File: src/rtl/imem_loader_if.sv
// Byte-stream input and instruction-memory write port of the boot loader.
// The master side feeds bytes and observes memory writes; the slave side is the loader.
interface imem_loader_if #(
  parameter int unsigned ADDR_WIDTH = 6
) ();

  logic [7:0]            Byte_In;
  logic                  Byte_Valid;
  logic                  Byte_Ready;
  logic                  IMem_WE;
  logic [ADDR_WIDTH-1:0] IMem_Addr;
  logic [31:0]           IMem_WData;

  modport master (
    output Byte_In,
    output Byte_Valid,
    input  Byte_Ready,
    input  IMem_WE,
    input  IMem_Addr,
    input  IMem_WData
  );

  modport slave (
    input  Byte_In,
    input  Byte_Valid,
    output Byte_Ready,
    output IMem_WE,
    output IMem_Addr,
    output IMem_WData
  );

endinterface

File: src/rtl/imem_loader.sv
// Boot-time instruction memory loader.
// Assembles little-endian 32-bit words from a byte stream and writes them to consecutive
// word addresses. A trailing 32-bit checksum must make the word sum wrap to zero. The core
// is held in reset until a load completes with a good checksum.
module imem_loader #(
  parameter int unsigned ADDR_WIDTH = 6
) (
  input  logic                  CLK,
  input  logic                  RST,
  input  logic                  Load_Start,
  input  logic [ADDR_WIDTH:0]   Load_Len,
  imem_loader_if.slave          bus,
  output logic                  Core_Reset,
  output logic                  Busy,
  output logic                  Load_Done,
  output logic                  Load_Error
);

  // Largest legal word count: the full memory depth.
  localparam logic [ADDR_WIDTH:0] MaxLen = {1'b1, {ADDR_WIDTH{1'b0}}};

  typedef enum logic [2:0] {
    StIdle,
    StRecv,
    StWrite,
    StCheck,
    StDone,
    StError
  } state_e;

  state_e state_q, state_d;

  // Byte position within the current word (0..3).
  logic [1:0]            byte_cnt_q;
  // Words written so far; one bit wider so a full-depth load can reach Load_Len.
  logic [ADDR_WIDTH:0]   word_cnt_q;
  logic [ADDR_WIDTH:0]   len_q;
  logic [31:0]           sum_q;
  // Lower three bytes of the word being assembled; byte 3 comes straight from the bus.
  logic [23:0]           asm_q;
  // Write port registers; only loaded on entry to WRITE so they stay quiet otherwise.
  logic [ADDR_WIDTH-1:0] addr_q;
  logic [31:0]           wdata_q;

  logic                  byte_ready;
  logic                  accept;
  logic                  last_byte;
  logic                  len_ok;
  logic                  start_ok;
  logic                  sum_ok;
  logic                  word_last;
  logic [31:0]           word_full;
  logic [ADDR_WIDTH:0]   word_cnt_inc;

  // Shared decode used by both the FSM and the datapath.
  always_comb begin
    accept       = bus.Byte_Valid && byte_ready;
    last_byte    = (byte_cnt_q == 2'd3);
    word_full    = {bus.Byte_In, asm_q};
    len_ok       = (Load_Len != '0) && (Load_Len <= MaxLen);
    start_ok     = Load_Start && len_ok;
    sum_ok       = ((sum_q + word_full) == 32'd0);
    word_cnt_inc = word_cnt_q + 1'b1;
    word_last    = (word_cnt_inc == len_q);
  end

  // State register.
  always_ff @(posedge CLK) begin
    if (RST) begin
      state_q <= StIdle;
    end else begin
      state_q <= state_d;
    end
  end

  // Next-state logic.
  always_comb begin
    state_d = state_q;
    unique case (state_q)
      StIdle, StDone, StError: begin
        if (Load_Start) begin
          state_d = len_ok ? StRecv : StError;
        end
      end
      StRecv: begin
        if (accept && last_byte) begin
          state_d = StWrite;
        end
      end
      StWrite: begin
        state_d = word_last ? StCheck : StRecv;
      end
      StCheck: begin
        if (accept && last_byte) begin
          state_d = sum_ok ? StDone : StError;
        end
      end
      default: begin
        state_d = StIdle;
      end
    endcase
  end

  // Outputs decoded from the current state.
  always_comb begin
    byte_ready     = 1'b0;
    bus.IMem_WE    = 1'b0;
    Core_Reset     = 1'b1;
    Busy           = 1'b0;
    Load_Done      = 1'b0;
    Load_Error     = 1'b0;
    unique case (state_q)
      StRecv: begin
        byte_ready = 1'b1;
        Busy       = 1'b1;
      end
      StWrite: begin
        bus.IMem_WE = 1'b1;
        Busy        = 1'b1;
      end
      StCheck: begin
        byte_ready = 1'b1;
        Busy       = 1'b1;
      end
      StDone: begin
        Core_Reset = 1'b0;
        Load_Done  = 1'b1;
      end
      StError: begin
        Load_Error = 1'b1;
      end
      default: begin
        byte_ready = 1'b0;
      end
    endcase
    bus.Byte_Ready = byte_ready;
    bus.IMem_Addr  = addr_q;
    bus.IMem_WData = wdata_q;
  end

  // Datapath: byte assembly, word counting, checksum accumulation and write-port capture.
  always_ff @(posedge CLK) begin
    if (RST) begin
      byte_cnt_q <= '0;
      word_cnt_q <= '0;
      len_q      <= '0;
      sum_q      <= '0;
      asm_q      <= '0;
      addr_q     <= '0;
      wdata_q    <= '0;
    end else begin
      unique case (state_q)
        StIdle, StDone, StError: begin
          if (start_ok) begin
            byte_cnt_q <= '0;
            word_cnt_q <= '0;
            len_q      <= Load_Len;
            sum_q      <= '0;
            asm_q      <= '0;
          end
        end
        StRecv, StCheck: begin
          if (accept) begin
            byte_cnt_q <= byte_cnt_q + 2'd1;
            case (byte_cnt_q)
              2'd0:    asm_q[7:0]   <= bus.Byte_In;
              2'd1:    asm_q[15:8]  <= bus.Byte_In;
              2'd2:    asm_q[23:16] <= bus.Byte_In;
              default: asm_q        <= asm_q;
            endcase
            // The checksum word is only compared, never written.
            if (last_byte && (state_q == StRecv)) begin
              addr_q  <= word_cnt_q[ADDR_WIDTH-1:0];
              wdata_q <= word_full;
            end
          end
        end
        StWrite: begin
          sum_q      <= sum_q + wdata_q;
          word_cnt_q <= word_cnt_inc;
        end
        default: begin
          sum_q <= sum_q;
        end
      endcase
    end
  end

endmodule

File: src/flat_wrapper.sv
// flat-port wrapper written by rule: the top's interface ports become plain ports
module imem_loader_flat 
#(
  parameter int unsigned ADDR_WIDTH = 6
)
  (CLK, RST, Load_Start, Load_Len, Core_Reset, Busy, Load_Done, Load_Error, bus_Byte_In, bus_Byte_Valid, bus_Byte_Ready, bus_IMem_WE, bus_IMem_Addr, bus_IMem_WData);
  imem_loader_if #(.ADDR_WIDTH(ADDR_WIDTH)) bus_i ();
  input  logic CLK;
  input  logic RST;
  input  logic Load_Start;
  input  logic [ADDR_WIDTH:0] Load_Len;
  output logic Core_Reset;
  output logic Busy;
  output logic Load_Done;
  output logic Load_Error;
  input wire logic [$bits(bus_i.Byte_In)-1:0] bus_Byte_In;
  input wire logic [$bits(bus_i.Byte_Valid)-1:0] bus_Byte_Valid;
  output wire logic [$bits(bus_i.Byte_Ready)-1:0] bus_Byte_Ready;
  output wire logic [$bits(bus_i.IMem_WE)-1:0] bus_IMem_WE;
  output wire logic [$bits(bus_i.IMem_Addr)-1:0] bus_IMem_Addr;
  output wire logic [$bits(bus_i.IMem_WData)-1:0] bus_IMem_WData;
  assign bus_i.Byte_In = bus_Byte_In;
  assign bus_i.Byte_Valid = bus_Byte_Valid;
  assign bus_Byte_Ready = bus_i.Byte_Ready;
  assign bus_IMem_WE = bus_i.IMem_WE;
  assign bus_IMem_Addr = bus_i.IMem_Addr;
  assign bus_IMem_WData = bus_i.IMem_WData;
  imem_loader #(.ADDR_WIDTH(ADDR_WIDTH)) u_core (.CLK(CLK), .RST(RST), .Load_Start(Load_Start), .Load_Len(Load_Len), .bus(bus_i), .Core_Reset(Core_Reset), .Busy(Busy), .Load_Done(Load_Done), .Load_Error(Load_Error));
endmodule
File: config.mk
export PLATFORM = sky130hd
export DESIGN_NAME = imem_loader_flat
export DESIGN_NICKNAME = d
export VERILOG_FILES = /design/src/rtl/imem_loader_if.sv /design/src/rtl/imem_loader.sv /design/src/flat_wrapper.sv
export SDC_FILE = /design/constraint.sdc
export NUM_CORES = 1
export LEC_CHECK = 0
export CAP_MARGIN = 20
export CORE_MARGIN = 2
export CORE_UTILIZATION = 40
export CTS_BUF_LIST = sky130_fd_sc_hd__clkbuf_16
export DETAILED_ROUTE_END_ITERATION = 16
export SLEW_MARGIN = 20
export SYNTH_ARGS = -nofsm -noshare
export SYNTH_HDL_FRONTEND = slang
export SYNTH_SLANG_ARGS = --single-unit
File: constraint.sdc
create_clock -name CLK -period 4.2 [get_ports CLK]
set_input_delay 0.84 -clock CLK [delete_from_list [all_inputs] [get_ports CLK]]
set_output_delay 0.84 -clock CLK [all_outputs]
set_load 0.1 [all_outputs]
=== Yosys cells after proc, flatten, opt, wreduce, memory -nomap -nowiden ===
Index checks and enable logic that the tools add are counted.

* Add/subtract/negate cells: 4
* Magnitude comparators: 1
* Eq/ne operators: 17
* Muxes and demuxes: 26
* Reduce and logical (&&, ||, !) cells: 22

{| class="wikitable"
|+ Operators by type and width
! kind !! count
|-
| adder 32 bit || 2
|-
| case mux 32 bit (2 select lines) || 1
|-
| 2-to-1 mux 24 bit || 2
|-
| case mux 24 bit (2 select lines) || 1
|-
| logical NOT 32 bit || 1
|-
| 2-to-1 mux 32 bit || 1
|-
| 2-to-1 mux 8 bit || 3
|-
| != test 2 x 1 -> 1 bit, second input constant || 7
|-
| case mux 7 bit (2 select lines) || 1
|-
| 2-to-1 mux 3 bit || 4
|-
| case mux 3 bit (4 select lines) || 1
|-
| AND reduction 4 bit || 3
|-
| AND reduction 3 bit || 3
|-
| adder 7 x 1 -> 7 bit, second input constant || 1
|-
| equality test 7 bit || 1
|-
| less-or-equal comparator 7 bit, second input constant || 1
|-
| 2-to-1 mux 1 bit || 7
|-
| 2-to-1 mux 7 bit || 1
|-
| nonzero test 7 bit || 1
|-
| equality test 3 x 2 -> 1 bit, second input constant || 2
|-
| equality test 3 bit, second input constant || 2
|-
| 2-to-1 mux 2 bit || 3
|-
| OR reduction 3 bit || 2
|-
| logical AND 1 bit || 5
|-
| other kinds (11) || 14
|}

* Register bits after elaboration: 113
* Output and inout port bits: 44
* Logic and storage cells: 80

=== Longest topological paths before layout ===
Gate-level depths: netlist (run 1).

* Depth in word-level cells: 7
* Depth in mapped cells: 11
* Depth with buffers taken out: 11

=== Worst setup path after synthesis (run 1) ===
OpenSTA, ideal clock, no wires.

* Path type: reg2reg
* Start: reg u_core.wdata_q[0], in the netlist u_core.bus.IMem_WData[0]
* End: reg u_core.sum_q[30]
* Setup time: 0.064 ns
* Arrival: 3.415 ns
* Required time: 4.136 ns
* Setup slack: 0.720 ns
* Cell stages (with the launch flop): 12
* Path buffers: 0
* Clock period less this slack: 3.480 ns
* Cells stage by stage: dfxtp_1 > ha_1 > fa_1 > a21oi_1 > o21ai_0 > a211o_1 > or3b_1 > a21oi_1 > nor2_1 > o311a_1 > or4b_1 > nand4_1

* Longest elaborated chain between the ends: 2

{| class="wikitable"
|+ RTL lines
! item !! RTL line !! RTL
|-
| start, declared || imem_loader.sv:43 || <nowiki>logic [31:0] wdata_q;</nowiki>
|-
| start signal, assigned || imem_loader.sv:174 || <nowiki>wdata_q <= word_full;</nowiki>
|-
| adder 32 bit || imem_loader.sv:179 || <nowiki>sum_q <= sum_q + wdata_q;</nowiki>
|-
| case mux 32 bit (2 select lines) || imem_loader.sv:152 || <nowiki>unique case (state_q)</nowiki>
|-
| end signal, assigned || imem_loader.sv:179 ||
|-
| end signal, assigned || imem_loader.sv:183 || <nowiki>sum_q <= sum_q;</nowiki>
|-
| end, declared || imem_loader.sv:38 || <nowiki>logic [31:0] sum_q;</nowiki>
|}

No other way between the ends.
A chain may end at the register's enable or synchronous reset.

=== Worst setup path after layout (run 1) ===
* Start: reg u_core.asm_q[0]
* End: reg u_core.state_q[0]

* Longest elaborated chain between the ends: 5

{| class="wikitable"
|+ RTL lines
! item !! RTL line !! RTL
|-
| start, declared || imem_loader.sv:40 || <nowiki>logic [23:0] asm_q;</nowiki>
|-
| start signal, assigned || imem_loader.sv:166 || <nowiki>2'd0: asm_q[7:0] <= bus.Byte_In;</nowiki>
|-
| start signal, assigned || imem_loader.sv:169 || <nowiki>default: asm_q <= asm_q;</nowiki>
|-
| adder 32 bit || imem_loader.sv:62 || <nowiki>sum_ok = ((sum_q + word_full) == 32'd0);</nowiki>
|-
| logical NOT 32 bit || imem_loader.sv:62 ||
|-
| 2-to-1 mux 1 bit || imem_loader.sv:95 || <nowiki>state_d = sum_ok ? StDone : StError;</nowiki>
|-
| 2-to-1 mux 3 bit || imem_loader.sv:94 || <nowiki>if (accept && last_byte) begin</nowiki>
|-
| case mux 3 bit (4 select lines) || imem_loader.sv:79 || <nowiki>unique case (state_q)</nowiki>
|-
| end signal, assigned || imem_loader.sv:70 || <nowiki>state_q <= StIdle;</nowiki>
|-
| end signal, assigned || imem_loader.sv:72 || <nowiki>state_q <= state_d;</nowiki>
|-
| end, declared || imem_loader.sv:31 || <nowiki>state_e state_q, state_d;</nowiki>
|}

No other way between the ends. The select of a mux whose other input is x is not followed.

==> metrics.cfg, run 1 <==
[finish]
nets = 1184
multi_input_area_mm2 = 0.00541
register_area_mm2 = 0.00226
layout-drive-gt1-share = 0.0542
fin_cells = 1373
area_growth_pct = 16.7
post-route-util = 0.480
nFillCells = 2007
num_antenna_cells = 0

[clocking]
clock_sinks = 113
clockRootBuffer = clkbuf_16
cts_tree = built
cts_buffer_depth = 2
clk_latency_ps = 420
cts_setup_buffers = 0
cts_hold_buf = 0
h-tree-depth = 4
path_clk_slew_ps = 60
cts_made_buffers = 17
ctsResizeCount = 0

[global_route]
grt_max_degree = 64
antenna_found_initial = 0
grt_pass1_vias = 7547
grt.overflow.total = 0
grt_pass1_wl_um = 42100
track_usage = 0.251

[die]
die_area_mm2 = 0.0213
core_mm2 = 0.0196
rows = 51
die_h_um = 146
initial_core_util = 0.411
io_pins = 63
die_w_um = 146

[worst_setup_path]
critPathSlowestCell = a2111oi_4
path_cells = ha_1 > fa_1 > a21o_1 > a311o_1 > a2111oi_4 > or4_4 > a21oi_2 > or4_1 > a221o_1 > nor4_1 > nor3_1
path_buf_inv = 0
crit_type = reg2reg
path_max_fanout = 4
worstPathArrival_ps = 3930
worstPathRequired_ps = 4490
ff2ff_setup_slack_ps = 560
cp_top_family = compound AO/OA/AOI/OAI gates
cp_slowest_stage_delay_ps = 480
endpoint_kind = flop
crit_path_start_kind = flop

[timing]
tightestPinTransition_ps = 1090
fmax_mhz = 274
rsz0062_at_grt = no
finalMaxSlewViolations = 0
fin_crit_ps = 3640
fin_setup_tns_ps = 0
hold_violations = 0
fin_ws_ps = 556
fin_crit_sh = 0.868
setup_viol = 0
max_slew_margin = 0.269
fin_worst_skew_ps = 7.79

[power]
seq_power_share = 0.397
p_total_uw = 2770
irDropWorstVdd_uv = 261
p_sw_frac = 0.253
clkPwrFrac = 0.523
combPwrFrac = 0.080
power.density_mw_per_mm2 = 294
intPower_uw = 2070
p_leak_uw = 0.00371
p_sw_uw = 698

[yosys]
avgSynthCellArea_um2 = 7.62
synth_cell_types = 78
synthesis.area_mm2 = 0.00805
syn_nets = 1145
async_reset_ff_frac = 0
ys_seq_area_frac = 0.281
ys_ff_latch = 113
syn_inst = 1057
synthFlopType = dfxtp_1
synth_edf_count = 0
yosysWarnings = 0

[placement]
dp_hpwl_um = 20300
dpl_worst_slack_ps = 307
port_buffers = 62
gp_congestion = 0.965
dp_cells = 1342

[detailed_routing]
dr.first_iter.drc_count = 708
ant_nets = 0
firstDrtPassIters = 5
vias = 8041
routedWlPerCell_um = 19.5
drt-total-wl_um = 26800
vias_per_cell = 5.86
drc = 0

[job]
drv_cap = 0

[outcome]
status = finished clean

[worst_hold_path]
hold_path_class = reg2reg

## area by class of cell
cell class              instances  share of cell area
clock buffers                  17              0.0453
clock inverters                14              0.0160
inverters                      27              0.0108
multi-input cells             863               0.576
flip-flops and latches        113               0.241
well taps                     265              0.0353
repair buffers                 74              0.0761
## cell families after synthesis
logic type,Yosys count,share of synthesized area
DFF,113,0.281
xor gates and xnor gates,43,0.0468
muxes,8,0.0106
buffers and inverters,81,0.0477
adders and majority gates,69,0.109
and+or+nand+nor,403,0.236
AOI/OAI and AO/OA,340,0.269
## synth_stat cells (all sizes together) (12+ instances only)
cell type | n | area (um2)
nand2 | 169 | 634
a21oi | 154 | 774
dfxtp | 113 | 2260
ha | 67 | 838
nor2 | 67 | 251
nand3 | 59 | 295
clkbuf | 47 | 188
o21ai | 38 | 190
inv | 26 | 97.6
xnor2 | 25 | 219
a211oi | 20 | 150
a21o | 18 | 135
nor3 | 18 | 90.1
xor2 | 18 | 158
nand4 | 17 | 106
o211ai | 12 | 90.1
o21a | 12 | 90.1
## layout by cell type, fill, tap and decap left out, types with 17 or more instances in the layout
cell / instances
nand2_1: 169
a21oi_1: 153
dfxtp_1: 113
nor2_1: 67
ha_1: 67
nand3_1: 59
clkdlybuf4s50_1: 59
o21ai_0: 35
inv_1: 28
xnor2_1: 25
a211oi_1: 20
xor2_1: 18
a21o_1: 18
nor3_1: 18
nand4_1: 17
clkbuf_16: 17
## power groups by stage
stage               Combinational (uW)  Clock, uW  Sequential (uW)
global placement                   219          0             1120
detailed placement                 218          0             1120
global route                       237       1520             1100
floorplan                          142          0             1110
CTS                                219       1460             1100
finish                             221       1450             1100
## flip-flops by register name, indices dropped and copies added, names as in the netlist
register               count
u_core.bus.IMem_Addr       6
u_core.bus.IMem_WData     32
u_core.word_cnt_q          7
u_core.state_q             3
u_core.asm_q              24
u_core.len_q               7
u_core.byte_cnt_q          2
u_core.sum_q              32
## worst paths after layout
| check | start | endpoint | cells after the start |
|---|---|---|---|
| min reg2reg | u_core.bus.IMem_Addr[4] | u_core.bus.IMem_Addr[4] | 2 |
| max reg2reg | u_core.asm_q[0] | u_core.state_q[0] | 11 |
| max | u_core.asm_q[0] | u_core.state_q[0] | 11 |
| min | u_core.bus.IMem_Addr[4] | u_core.bus.IMem_Addr[4] | 2 |
## worst min-delay path: cells and delay by family (launching register included)
kind,cells,cell delay [ps]
and+or+nand+nor,1,50
AOI/OAI and AO/OA,1,50
DFF,1,310
## layer usage
metal	vias to the layer above	share of wire	GRT usage
met1	3797	0.47	0.338
met4	0	0.024	0.0863
met3	39	0.049	0.0395
li1	3961	-	-
met2	244	0.46	0.409
met5	-	0	0
## metrics by stage
stage	instance area (um2)	hold WS [ps]
CTS	9400	462
global placement	8820	452
global route	9400	478
finish	9400	460
detailed placement	8820	451
floorplan	8050	448
No activity file was read; power rests on OpenSTA's default activity.
==> run 2, diff against run 1 <==
Settings changed: SLEW_MARGIN 20 to 30.
==> run 2 against run 1 <==
Net effect:
- cell area rose by 0.20%
- core utilization rose by 0.096 points
- worst setup slack gained 7.4 ps
- critical endpoint unchanged
==> metrics.cfg, run 2 (same netlist as run 1, synthesis figures left out) <==
[die]
die_h_um = 146  ; unchanged
io_pins = 63  ; unchanged
rows = 51  ; unchanged
initial_core_util = 0.411  ; unchanged
die_w_um = 146  ; unchanged
die_area_mm2 = 0.0213  ; unchanged
core_mm2 = 0.0196  ; unchanged

[timing]
fmax_mhz = 275  ; +0.20%
tightestPinTransition_ps = 1010  ; -75.1 ps
setup_viol = 0  ; unchanged
finalMaxSlewViolations = 0  ; unchanged
fin_setup_tns_ps = 0  ; unchanged
fin_worst_skew_ps = 8.32  ; +0.533 ps
rsz0062_at_grt = no
fin_crit_sh = 0.866  ; -0.00177
max_slew_margin = 0.322  ; +0.0528
fin_crit_ps = 3640  ; -7.43 ps
hold_violations = 0  ; unchanged

[clocking]
clock_sinks = 113  ; unchanged
clk_latency_ps = 430  ; about the same
cts_hold_buf = 0  ; unchanged
clockRootBuffer = clkbuf_16
cts_tree = built
path_clk_slew_ps = 60  ; about the same
cts_made_buffers = 17  ; unchanged
h-tree-depth = 4  ; unchanged
ctsResizeCount = 0  ; unchanged
cts_setup_buffers = 0  ; unchanged
cts_buffer_depth = 2  ; unchanged

[finish]
final_common_cell = nand2_1
fin_area_mm2 = 0.00942  ; +0.20%
fin_cells = 1373  ; unchanged
nets = 1184  ; unchanged
mostFrequentLayoutCells = nand2_1, a21oi_1, dfxtp_1, ha_1, nor2_1
area_growth_pct = 16.9
num_antenna_cells = 0  ; unchanged
layout-drive-gt1-share = 0.0578  ; +0.00361
nFillCells = 1996  ; -0.55%

[detailed_routing]
firstDrtPassIters = 7  ; +2
ant_nets = 0  ; unchanged
drc = 0  ; unchanged
vias_per_cell = 5.94  ; +1.5%
drt-total-wl_um = 27100  ; +1.2%
vias = 8161  ; +1.5%
routedWlPerCell_um = 19.7  ; +1.2%
dr.first_iter.drc_count = 689  ; -2.7%

[worst_setup_path]
worstPathArrival_ps = 3930  ; about the same
worstPathRequired_ps = 4490  ; about the same
r2r_cells = 11  ; unchanged
endpoint_kind = flop
crit_type = reg2reg
cp-startpoint = u_core.asm_q[0]
timing.rr.end = u_core.state_q[0]
endpoint = u_core.state_q[0]
ff2ff_setup_slack_ps = 560  ; about the same
r2r-start = u_core.asm_q[0]
crit_path_start_kind = flop
path_max_fanout = 4  ; unchanged

[placement]
port_buffers = 62  ; unchanged
dp_cells = 1342  ; unchanged
gp_congestion = 0.965  ; unchanged
dpl-instance-area_mm2 = 0.00883  ; about the same
dp_hpwl_um = 20300  ; about the same

[power]
p_leak_uw = 0.00371  ; about the same
irDropWorstVdd_uv = 282  ; +7.9%
power.density_mw_per_mm2 = 297  ; +1.0%

[worst_hold_path]
hold_path_class = reg2reg

[job]
drv_cap = 0  ; unchanged

[global_route]
grt_pass1_vias = 7722  ; +2.3%
grt_max_degree = 64  ; unchanged
track_usage = 0.252  ; +0.000877
antenna_found_initial = 0  ; unchanged
grt.overflow.total = 0  ; unchanged
grt_pass1_wl_um = 42000  ; -0.13%

[outcome]
status = finished clean

## run 2: per-stage QoR
| step | worst slack [ps] | hold slack (ps) | power (uW) | util |
|---|---|---|---|---|
| 3_3_place_gp | 503 | 452 | 1340 | 0.450 |
| 6_report | 564 | 461 | 2800 | 0.481 |
| 5_1_grt | 357 | 482 | 2880 | 0.481 |
| 4_1_cts | 557 | 463 | 2810 | 0.481 |
| 3_5_place_dp | 311 | 452 | 1340 | 0.451 |
| 2_1_floorplan | 720 | 448 | 1260 | - |
## run 2: how the worst min path moves through the flow
stage,from,endpoint,slack [ps],depth (start not counted)
floorplan,u_core.len_q[0],u_core.len_q[0],450,2
global placement,u_core.bus.IMem_Addr[4],u_core.bus.IMem_Addr[4],450,2
detailed placement,u_core.bus.IMem_Addr[4],u_core.bus.IMem_Addr[4],450,2
CTS,u_core.bus.IMem_Addr[4],u_core.bus.IMem_Addr[4],460,2
global route,u_core.bus.IMem_Addr[5],u_core.bus.IMem_Addr[5],480,2
finish,u_core.bus.IMem_Addr[4],u_core.bus.IMem_Addr[4],460,2
## run 2: per-layer routing
metal / part of all wire / GRT usage
met1: 0.45 / 0.325
met2: 0.46 / 0.414
met3: 0.057 / 0.0567
met4: 0.025 / 0.0887
met5: 0 / 0
## run 2: cell type report
cell class                      count  area (um2)  area share
Multi-Input combinational cell    863        5420       0.575
Sequential cell                   113        2260       0.240
Timing Repair Buffer               74         711      0.0755
Clock buffer                       17         425      0.0452
Tap cell                          265         332      0.0352
Clock inverter                     14         168      0.0178
Inverter                           27         101      0.0108
## run 2: where the power goes
group / internal (uW) / switching [uW] / leakage, uW
clock: 927 / 553 / 0.000284
sequential: 1080 / 13.7 / 0.000912
combinational: 67.9 / 155 / 0.00252
## run 2: worst max-delay path, cell delays in order (launching register included)
cell and delay (ps):
dfxtp_1 320, ha_1 230, fa_1 450, a21o_1 230, a311o_1 450, a2111oi_4 470, or4_4 230, a21oi_2 70
or4_1 390, a221o_1 330, nor4_1 270, nor3_1 70
==> run 3, diff against run 2 <==
Settings changed: CTS_CLUSTER_DIAMETER from default to 120.
==> results of run 3 <==
The final DEF is identical to that of run 2; final timing and power are the same.
